==> config.mk <==
export PLATFORM = sky130hd
export DESIGN_NAME = spi_crypto_master_mc_flat
export DESIGN_NICKNAME = d
export VERILOG_FILES = /design/src/rtl/spi_crypto_master_mc_if.sv /design/src/rtl/spi_crypto_master_mc.sv /design/src/flat_wrapper.sv
export SDC_FILE = /design/constraint.sdc
export NUM_CORES = 1
export LEC_CHECK = 0
export BUFFER_PORTS_ARGS = -buffer_cell sky130_fd_sc_hd__buf_2
export CORE_UTILIZATION = 40
export DETAILED_ROUTE_END_ITERATION = 10
export MAX_ROUTING_LAYER = met4
export SLEW_MARGIN = 20
export SYNTH_ARGS = -nofsm -noshare
export SYNTH_HDL_FRONTEND = slang
export SYNTH_SLANG_ARGS = --single-unit
==> constraint.sdc <==
create_clock -name in_clk -period 4.8 [get_ports in_clk]
set_input_delay 0.96 -clock in_clk [delete_from_list [all_inputs] [get_ports in_clk]]
set_output_delay 0.96 -clock in_clk [all_outputs]
set_load 0.02 [all_outputs]
==> src/rtl/spi_crypto_master_mc_if.sv <==
// Bus bundle for spi_crypto_master_mc: host-side request/result signals plus
// the serial link to the NSLAVE crypto slaves. The master modport is the
// view taken by the serial master; the slave modport is the view of whatever
// drives the requests and models the slave side.
interface spi_crypto_master_mc_if #(
    parameter int NK     = 4,
    parameter int NB     = 4,
    parameter int NSLAVE = 2
);
    localparam int KEY_W = 32 * NK;
    localparam int MSG_W = 32 * NB;
    localparam int SEL_W = (NSLAVE > 1) ? $clog2(NSLAVE) : 1;

    // Host request side
    logic              start;
    logic              msg_only;
    logic [SEL_W-1:0]  slave_sel;
    logic [MSG_W-1:0]  from_Real_msg;
    logic [KEY_W-1:0]  from_Real_key;
    logic              busy;
    logic              done;
    logic              sel_err;
    logic              timeout_err;
    logic [MSG_W-1:0]  Sipo_Register;

    // Serial link side
    logic              Miso;
    logic              in_valid;
    logic              out_clk;
    logic [NSLAVE-1:0] cs_n;
    logic              Mosi;
    logic              out_valid;

    modport master (
        input  start, msg_only, slave_sel, from_Real_msg, from_Real_key,
        input  Miso, in_valid,
        output out_clk, cs_n, Mosi, out_valid,
        output busy, done, sel_err, timeout_err, Sipo_Register
    );

    modport slave (
        output start, msg_only, slave_sel, from_Real_msg, from_Real_key,
        output Miso, in_valid,
        input  out_clk, cs_n, Mosi, out_valid,
        input  busy, done, sel_err, timeout_err, Sipo_Register
    );
endinterface

==> src/rtl/spi_crypto_master_mc.sv <==
// spi_crypto_master_mc: multi-channel serial crypto master.
// Shifts {msg,key} (or msg alone) MSB-first on Mosi to the slave chosen by
// slave_sel, then collects an MSG_W-bit result from Miso under in_valid and
// publishes it on Sipo_Register with a one-cycle done pulse.
// Optional receive watchdog: define MISO_TIMEOUT_EN to abort RECV after
// TIMEOUT_CYCLES consecutive cycles without an accepted Miso bit.
module spi_crypto_master_mc #(
    parameter int NK             = 4,
    parameter int NB             = 4,
    parameter int NSLAVE         = 2,
    parameter int TIMEOUT_CYCLES = 1024
) (
    input logic in_clk,
    input logic rst_n,
    spi_crypto_master_mc_if.master bus
);
    localparam int KEY_W = 32 * NK;
    localparam int MSG_W = 32 * NB;
    localparam int SEL_W = (NSLAVE > 1) ? $clog2(NSLAVE) : 1;
    localparam int TOT_W = MSG_W + KEY_W;
    // tx_left holds "bits still to send after the one on Mosi" (max TOT_W-1)
    localparam int TXC_W = $clog2(TOT_W);
    // rx_count holds "bits already accepted" (max MSG_W-1 before DONE)
    localparam int RXC_W = $clog2(MSG_W);
`ifdef MISO_TIMEOUT_EN
    localparam int TOC_W = $clog2(TIMEOUT_CYCLES + 1);
`endif

    typedef enum logic [1:0] {
        IDLE = 2'd0,
        SEND = 2'd1,
        RECV = 2'd2,
        DONE = 2'd3
    } state_t;

    state_t            state;
    logic [TOT_W-1:0]  tx_shift;
    logic [TXC_W-1:0]  tx_left;
    logic [MSG_W-1:0]  rx_shift;
    logic [RXC_W-1:0]  rx_count;
    logic [NSLAVE-1:0] cs_n_r;
    logic              mosi_r;
    logic              out_valid_r;
    logic              busy_r;
    logic              done_r;
    logic              sel_err_r;
    logic [MSG_W-1:0]  result_r;
`ifdef MISO_TIMEOUT_EN
    logic              timeout_err_r;
    logic [TOC_W-1:0]  idle_count;
`endif

    logic [TOT_W-1:0]  tx_load;
    logic [MSG_W-1:0]  rx_next;

    // Active-low chip-select pattern with only the chosen channel driven low.
    function automatic logic [NSLAVE-1:0] select_mask(input logic [SEL_W-1:0] sel);
        logic [NSLAVE-1:0] mask;
        mask = '1;
        for (int i = 0; i < NSLAVE; i++) begin
            if (int'(sel) == i) mask[i] = 1'b0;
        end
        return mask;
    endfunction

    // A select code is usable only if it names an existing channel.
    function automatic logic select_ok(input logic [SEL_W-1:0] sel);
        return (int'(sel) < NSLAVE);
    endfunction

    // Outgoing frame, left-aligned so the message MSB is always on top.
    always_comb begin
        tx_load = {bus.from_Real_msg, bus.from_Real_key};
        if (bus.msg_only) tx_load = {bus.from_Real_msg, {KEY_W{1'b0}}};
    end

    // Receive word after shifting the current Miso bit in on the LSB side.
    always_comb begin
        rx_next = {rx_shift[MSG_W-2:0], bus.Miso};
    end

    // Transaction FSM; every output is registered here.
    always_ff @(posedge in_clk or negedge rst_n) begin
        if (!rst_n) begin
            state         <= IDLE;
            tx_shift      <= '0;
            tx_left       <= '0;
            rx_shift      <= '0;
            rx_count      <= '0;
            cs_n_r        <= '1;
            mosi_r        <= 1'b0;
            out_valid_r   <= 1'b0;
            busy_r        <= 1'b0;
            done_r        <= 1'b0;
            sel_err_r     <= 1'b0;
            result_r      <= '0;
`ifdef MISO_TIMEOUT_EN
            timeout_err_r <= 1'b0;
            idle_count    <= '0;
`endif
        end else begin
            sel_err_r <= 1'b0;
            unique case (state)
                IDLE: begin
                    if (bus.start) begin
                        if (select_ok(bus.slave_sel)) begin
                            // First bit goes out straight away; the rest
                            // waits in tx_shift already shifted by one.
                            tx_shift    <= {tx_load[TOT_W-2:0], 1'b0};
                            mosi_r      <= tx_load[TOT_W-1];
                            tx_left     <= bus.msg_only ? TXC_W'(MSG_W - 1)
                                                        : TXC_W'(TOT_W - 1);
                            out_valid_r <= 1'b1;
                            busy_r      <= 1'b1;
                            cs_n_r      <= select_mask(bus.slave_sel);
                            state       <= SEND;
                        end else begin
                            sel_err_r <= 1'b1;
                        end
                    end
                end

                SEND: begin
                    if (tx_left != '0) begin
                        mosi_r   <= tx_shift[TOT_W-1];
                        tx_shift <= {tx_shift[TOT_W-2:0], 1'b0};
                        tx_left  <= tx_left - 1'b1;
                    end else begin
                        // Last bit was on the wire this cycle; chip select
                        // stays asserted through the receive phase.
                        mosi_r      <= 1'b0;
                        out_valid_r <= 1'b0;
                        rx_count    <= '0;
`ifdef MISO_TIMEOUT_EN
                        idle_count  <= '0;
`endif
                        state       <= RECV;
                    end
                end

                RECV: begin
                    if (bus.in_valid) begin
                        rx_shift <= rx_next;
`ifdef MISO_TIMEOUT_EN
                        idle_count <= '0;
`endif
                        if (rx_count == RXC_W'(MSG_W - 1)) begin
                            result_r <= rx_next;
                            done_r   <= 1'b1;
                            cs_n_r   <= '1;
                            rx_count <= '0;
                            state    <= DONE;
                        end else begin
                            rx_count <= rx_count + 1'b1;
                        end
                    end
`ifdef MISO_TIMEOUT_EN
                    else if (idle_count == TOC_W'(TIMEOUT_CYCLES - 1)) begin
                        // Watchdog: finish without touching the result.
                        done_r        <= 1'b1;
                        timeout_err_r <= 1'b1;
                        cs_n_r        <= '1;
                        idle_count    <= '0;
                        state         <= DONE;
                    end else begin
                        idle_count <= idle_count + 1'b1;
                    end
`endif
                end

                DONE: begin
                    // start is deliberately not looked at here.
                    done_r <= 1'b0;
                    busy_r <= 1'b0;
`ifdef MISO_TIMEOUT_EN
                    timeout_err_r <= 1'b0;
`endif
                    state  <= IDLE;
                end

                default: state <= IDLE;
            endcase
        end
    end

    assign bus.out_clk       = in_clk;
    assign bus.cs_n          = cs_n_r;
    assign bus.Mosi          = mosi_r;
    assign bus.out_valid     = out_valid_r;
    assign bus.busy          = busy_r;
    assign bus.done          = done_r;
    assign bus.sel_err       = sel_err_r;
    assign bus.Sipo_Register = result_r;
`ifdef MISO_TIMEOUT_EN
    assign bus.timeout_err   = timeout_err_r;
`else
    assign bus.timeout_err   = 1'b0;
`endif

endmodule

==> src/flat_wrapper.sv <==
// flat-port wrapper written by rule: the top's interface ports become plain ports
module spi_crypto_master_mc_flat 
#(
    parameter int NK             = 4,
    parameter int NB             = 4,
    parameter int NSLAVE         = 2,
    parameter int TIMEOUT_CYCLES = 1024
)
  (in_clk, rst_n, bus_start, bus_msg_only, bus_slave_sel, bus_from_Real_msg, bus_from_Real_key, bus_Miso, bus_in_valid, bus_out_clk, bus_cs_n, bus_Mosi, bus_out_valid, bus_busy, bus_done, bus_sel_err, bus_timeout_err, bus_Sipo_Register);
  spi_crypto_master_mc_if #(.NK(NK), .NB(NB), .NSLAVE(NSLAVE)) bus_i ();
  input logic in_clk;
  input logic rst_n;
  input wire logic [$bits(bus_i.start)-1:0] bus_start;
  input wire logic [$bits(bus_i.msg_only)-1:0] bus_msg_only;
  input wire logic [$bits(bus_i.slave_sel)-1:0] bus_slave_sel;
  input wire logic [$bits(bus_i.from_Real_msg)-1:0] bus_from_Real_msg;
  input wire logic [$bits(bus_i.from_Real_key)-1:0] bus_from_Real_key;
  input wire logic [$bits(bus_i.Miso)-1:0] bus_Miso;
  input wire logic [$bits(bus_i.in_valid)-1:0] bus_in_valid;
  output wire logic [$bits(bus_i.out_clk)-1:0] bus_out_clk;
  output wire logic [$bits(bus_i.cs_n)-1:0] bus_cs_n;
  output wire logic [$bits(bus_i.Mosi)-1:0] bus_Mosi;
  output wire logic [$bits(bus_i.out_valid)-1:0] bus_out_valid;
  output wire logic [$bits(bus_i.busy)-1:0] bus_busy;
  output wire logic [$bits(bus_i.done)-1:0] bus_done;
  output wire logic [$bits(bus_i.sel_err)-1:0] bus_sel_err;
  output wire logic [$bits(bus_i.timeout_err)-1:0] bus_timeout_err;
  output wire logic [$bits(bus_i.Sipo_Register)-1:0] bus_Sipo_Register;
  assign bus_i.start = bus_start;
  assign bus_i.msg_only = bus_msg_only;
  assign bus_i.slave_sel = bus_slave_sel;
  assign bus_i.from_Real_msg = bus_from_Real_msg;
  assign bus_i.from_Real_key = bus_from_Real_key;
  assign bus_i.Miso = bus_Miso;
  assign bus_i.in_valid = bus_in_valid;
  assign bus_out_clk = bus_i.out_clk;
  assign bus_cs_n = bus_i.cs_n;
  assign bus_Mosi = bus_i.Mosi;
  assign bus_out_valid = bus_i.out_valid;
  assign bus_busy = bus_i.busy;
  assign bus_done = bus_i.done;
  assign bus_sel_err = bus_i.sel_err;
  assign bus_timeout_err = bus_i.timeout_err;
  assign bus_Sipo_Register = bus_i.Sipo_Register;
  spi_crypto_master_mc #(.NK(NK), .NB(NB), .NSLAVE(NSLAVE), .TIMEOUT_CYCLES(TIMEOUT_CYCLES)) u_core (.in_clk(in_clk), .rst_n(rst_n), .bus(bus_i));
endmodule
==> results.cfg <==
[detailed_routing]
wl_per_cell_um = 17.7
drt_wl_total_um = 51600
drtAntennaViolNets = 0
via_count = 15076
via_per_inst = 5.18
route.detailed.drc = 0
drt_iter0_drc = 964
dr.pass1.iters = 5

[grt]
grt_pass1_vias = 15342
grt_max_degree = 203
grt_busiest_layer = met2
grt_use_met1_pct = 23.7
antenna_found_initial = 20
grt_use_met2_pct = 29.1
grt_use_total_pct = 18.9
grt_pass1_wl_um = 82600
gr-total-overflow = 0
met3_usage_pct = 5.58

[sta]
tightest_slew_ns = 1.09
finClkSkew_ns = 0.0431
rsz0062_at_grt = no
drv_slew = 0
setup_tns_ns = 0
hold_violations = 0
setup_viol = 0
fin_worst_hold_slack_ns = 0.314
relSlewSlack_pct = 27.2

[floorplanning]
fp.dieArea_mm2 = 0.0561
coreArea_mm2 = 0.0541
ios = 400
die_h_um = 237
initial_core_util_pct = 40.7
fp-row-count = 85
die_w_um = 237

[logic_synthesis]
synthFlopType = dfrtp_1
synthSimpleGateAreaFrac_pct = 8.02
synthXorXnorAreaFrac_pct = 0.0397
synthAdderAreaFrac_pct = 0.397
synth.mux.area_fraction_pct = 18.9
synth_edf_count = 0
yosys.area.top_type_share_pct = 60.3
async_reset_ff_share_pct = 100
ys.warnings.count = 0
ys_ff_latch = 533
netlist_area_mm2 = 0.0220
synth-compound-area-share_pct = 9.19
synth_area_leaders = dfrtp_1 (60%), mux2_2 (13%), mux2i_1 (5.8%), a221oi_1 (5.0%), nor2_1 (4.4%)
yosys-top-cells-count = dfrtp_1 (531), mux2_2 (257), nor2_1 (257), nand2_1 (143), mux2i_1 (127)
synth_top_family_by_area = multiplexers
synth_area_per_cell_um2 = 12.2
yosysMostFrequentCell = dfrtp_1
netlist_instances = 1805
yosys.area.top_type = dfrtp_1
seq_area_frac_synth_pct = 60.5
yosys.cell_types.count = 51

[power]
swShare_pct = 34.0
powerDensity_mw_per_mm2 = 581
comb_power_share_pct = 29.3
peakVddDrop_mv = 0.433
seq_power_share_pct = 41.4
p_leak_uw = 0.0131
power.internal_uw = 10200
clockPowerShare_pct = 29.3
switchingPower_uw = 5260

[cts]
clkLatencyLatePin_ns = 0.75
clk_pin_slew_ns = 0.06
cts_tree = yes
ctsResizeCount = 0
cts_hold_buffers = 0
post_cts_buffers = 0

[critical_path]
crit_type = clk2out
slowest_delay_ns = 0.15
endpoint_kind = output pin
crit_fanout = 2
critPathSlowestCell = buf_2
critical_path.cell_chain = clkbuf_16 > clkbuf_16 > buf_2
crit_path_start_kind = clock port
worstPathRequired_ns = 3.84
cpMostUsedCell = clkbuf_16
cp.arrival_ns = 2.79

[place]
postPlaceCellArea_mm2 = 0.0246
dpl.hpwl_um = 33400
io_buffer_count = 397
place_congestion = 0.793

[flow_run]
maxCapViolCount = 0

[outcome]
status = complete, no violations

[layout]
syn_to_final_growth_pct = 20.9
final_cell_area_mm2 = 0.0266
nNetsFinal = 2419
drive_gt1_share_pct = 35.7
final_util_pct = 49.2

[worst_hold_path]
min_path_type = in2async
==> kinds of logic (layout without fill, tap and decap cells) <==
| kind of cell | after synthesis | in the layout |
|---|---|---|
| AOI/OAI and AO/OA | 293 | 293 |
| xor gates and xnor gates | 1 | 1 |
| adders and majority gates | 7 | 7 |
| buffers and inverters | 145 | 531 |
| DFF | 533 | 533 |
| muxes | 384 | 384 |
| other | 1 | 25 |
| and+or+nand+nor | 441 | 441 |
==> per-stage QoR <==
stage	setup WS (ns)	power [uW]	instances
after CTS	1.05	15700	2887
after detailed placement	1.30	11100	2782
after global routing	1.04	16600	2908
after global placement	1.30	10800	2782
after floorplan	1.31	9980	1806
final	1.05	15500	2911
==> flip-flops by register name, indices dropped and copies added, names as in the netlist <==
name and cells:
u_core.tx_shift 255, u_core.bus.Sipo_Register 128, u_core.bus.out_valid 1, u_core.tx_left 8, u_core.state 2, u_core.bus.busy 1, u_core.bus.done 1, u_core.rx_count 7
u_core.rx_shift 127, u_core.bus.Mosi 1, u_core.bus.cs_n 2
==> cells in the final DEF (no fill, tap or decap), types with 9 or more instances in the layout <==
master	netlist	routed
inv_1	9	9
clkbuf_1	93	13
a221oi_1	126	126
mux2i_1	127	127
nand3_1	14	14
buf_2	32	396
nand2_1	143	143
clkbuf_16	0	60
buf_4	6	10
o21ai_0	91	91
clkinv_2	0	9
diode_2	0	23
clkbuf_8	1	14
dfrtp_1	531	531
mux2_2	257	257
o21ai_1	46	46
nor2_1	257	256
==> per-layer routing <==
layer / routed length (um) / vias up
met5: 0 / -
met4: 1110 / 0
met3: 3640 / 83
met2: 24500 / 372
met1: 22300 / 7499
li1: - / 7122
==> critical path, delay by kind of cell <==
kind,cells,cell delay [ns]
buf+inv,3,0.39
==> power groups by stage <==
stage	combinational (uW)	sequential [uW]	clock (uW)
3_3_place_gp	4400	6410	19.5
6_report	4530	6410	4540
5_1_grt	5170	6560	4880
4_1_cts	4590	6400	4690
2_1_floorplan	3640	6310	24.3
3_5_place_dp	4580	6480	19.5
==> final timing paths <==
kind / startpoint / endpoint / slack (ns) / cells past startpoint
max: in_clk / bus_out_clk / 1.05 / 3
min: rst_n / u_core.tx_shift[170] / 0.31 / 1
max reg2reg: u_core.state[1] / u_core.rx_count[3] / 1.48 / 7
min reg2reg: u_core.tx_shift[1] / u_core.tx_shift[1] / 0.48 / 2
max in group asynchronous: rst_n / u_core.tx_shift[222] / 3.36 / 2
min in group in_clk: bus_Miso / u_core.rx_shift[0] / 0.47 / 2
==> area by class of cell <==
class / instances / area (um2)
fill: 4814 / 27500
sequential: 533 / 13300
multi-input combinational: 1128 / 8090
timing repair buffer: 416 / 2270
clock buffer: 88 / 1750
tap: 696 / 871
clock inverter: 18 / 238
antenna: 23 / 57.6
inverter: 9 / 33.8
Note: power is estimated with default switching activity, not from simulation.
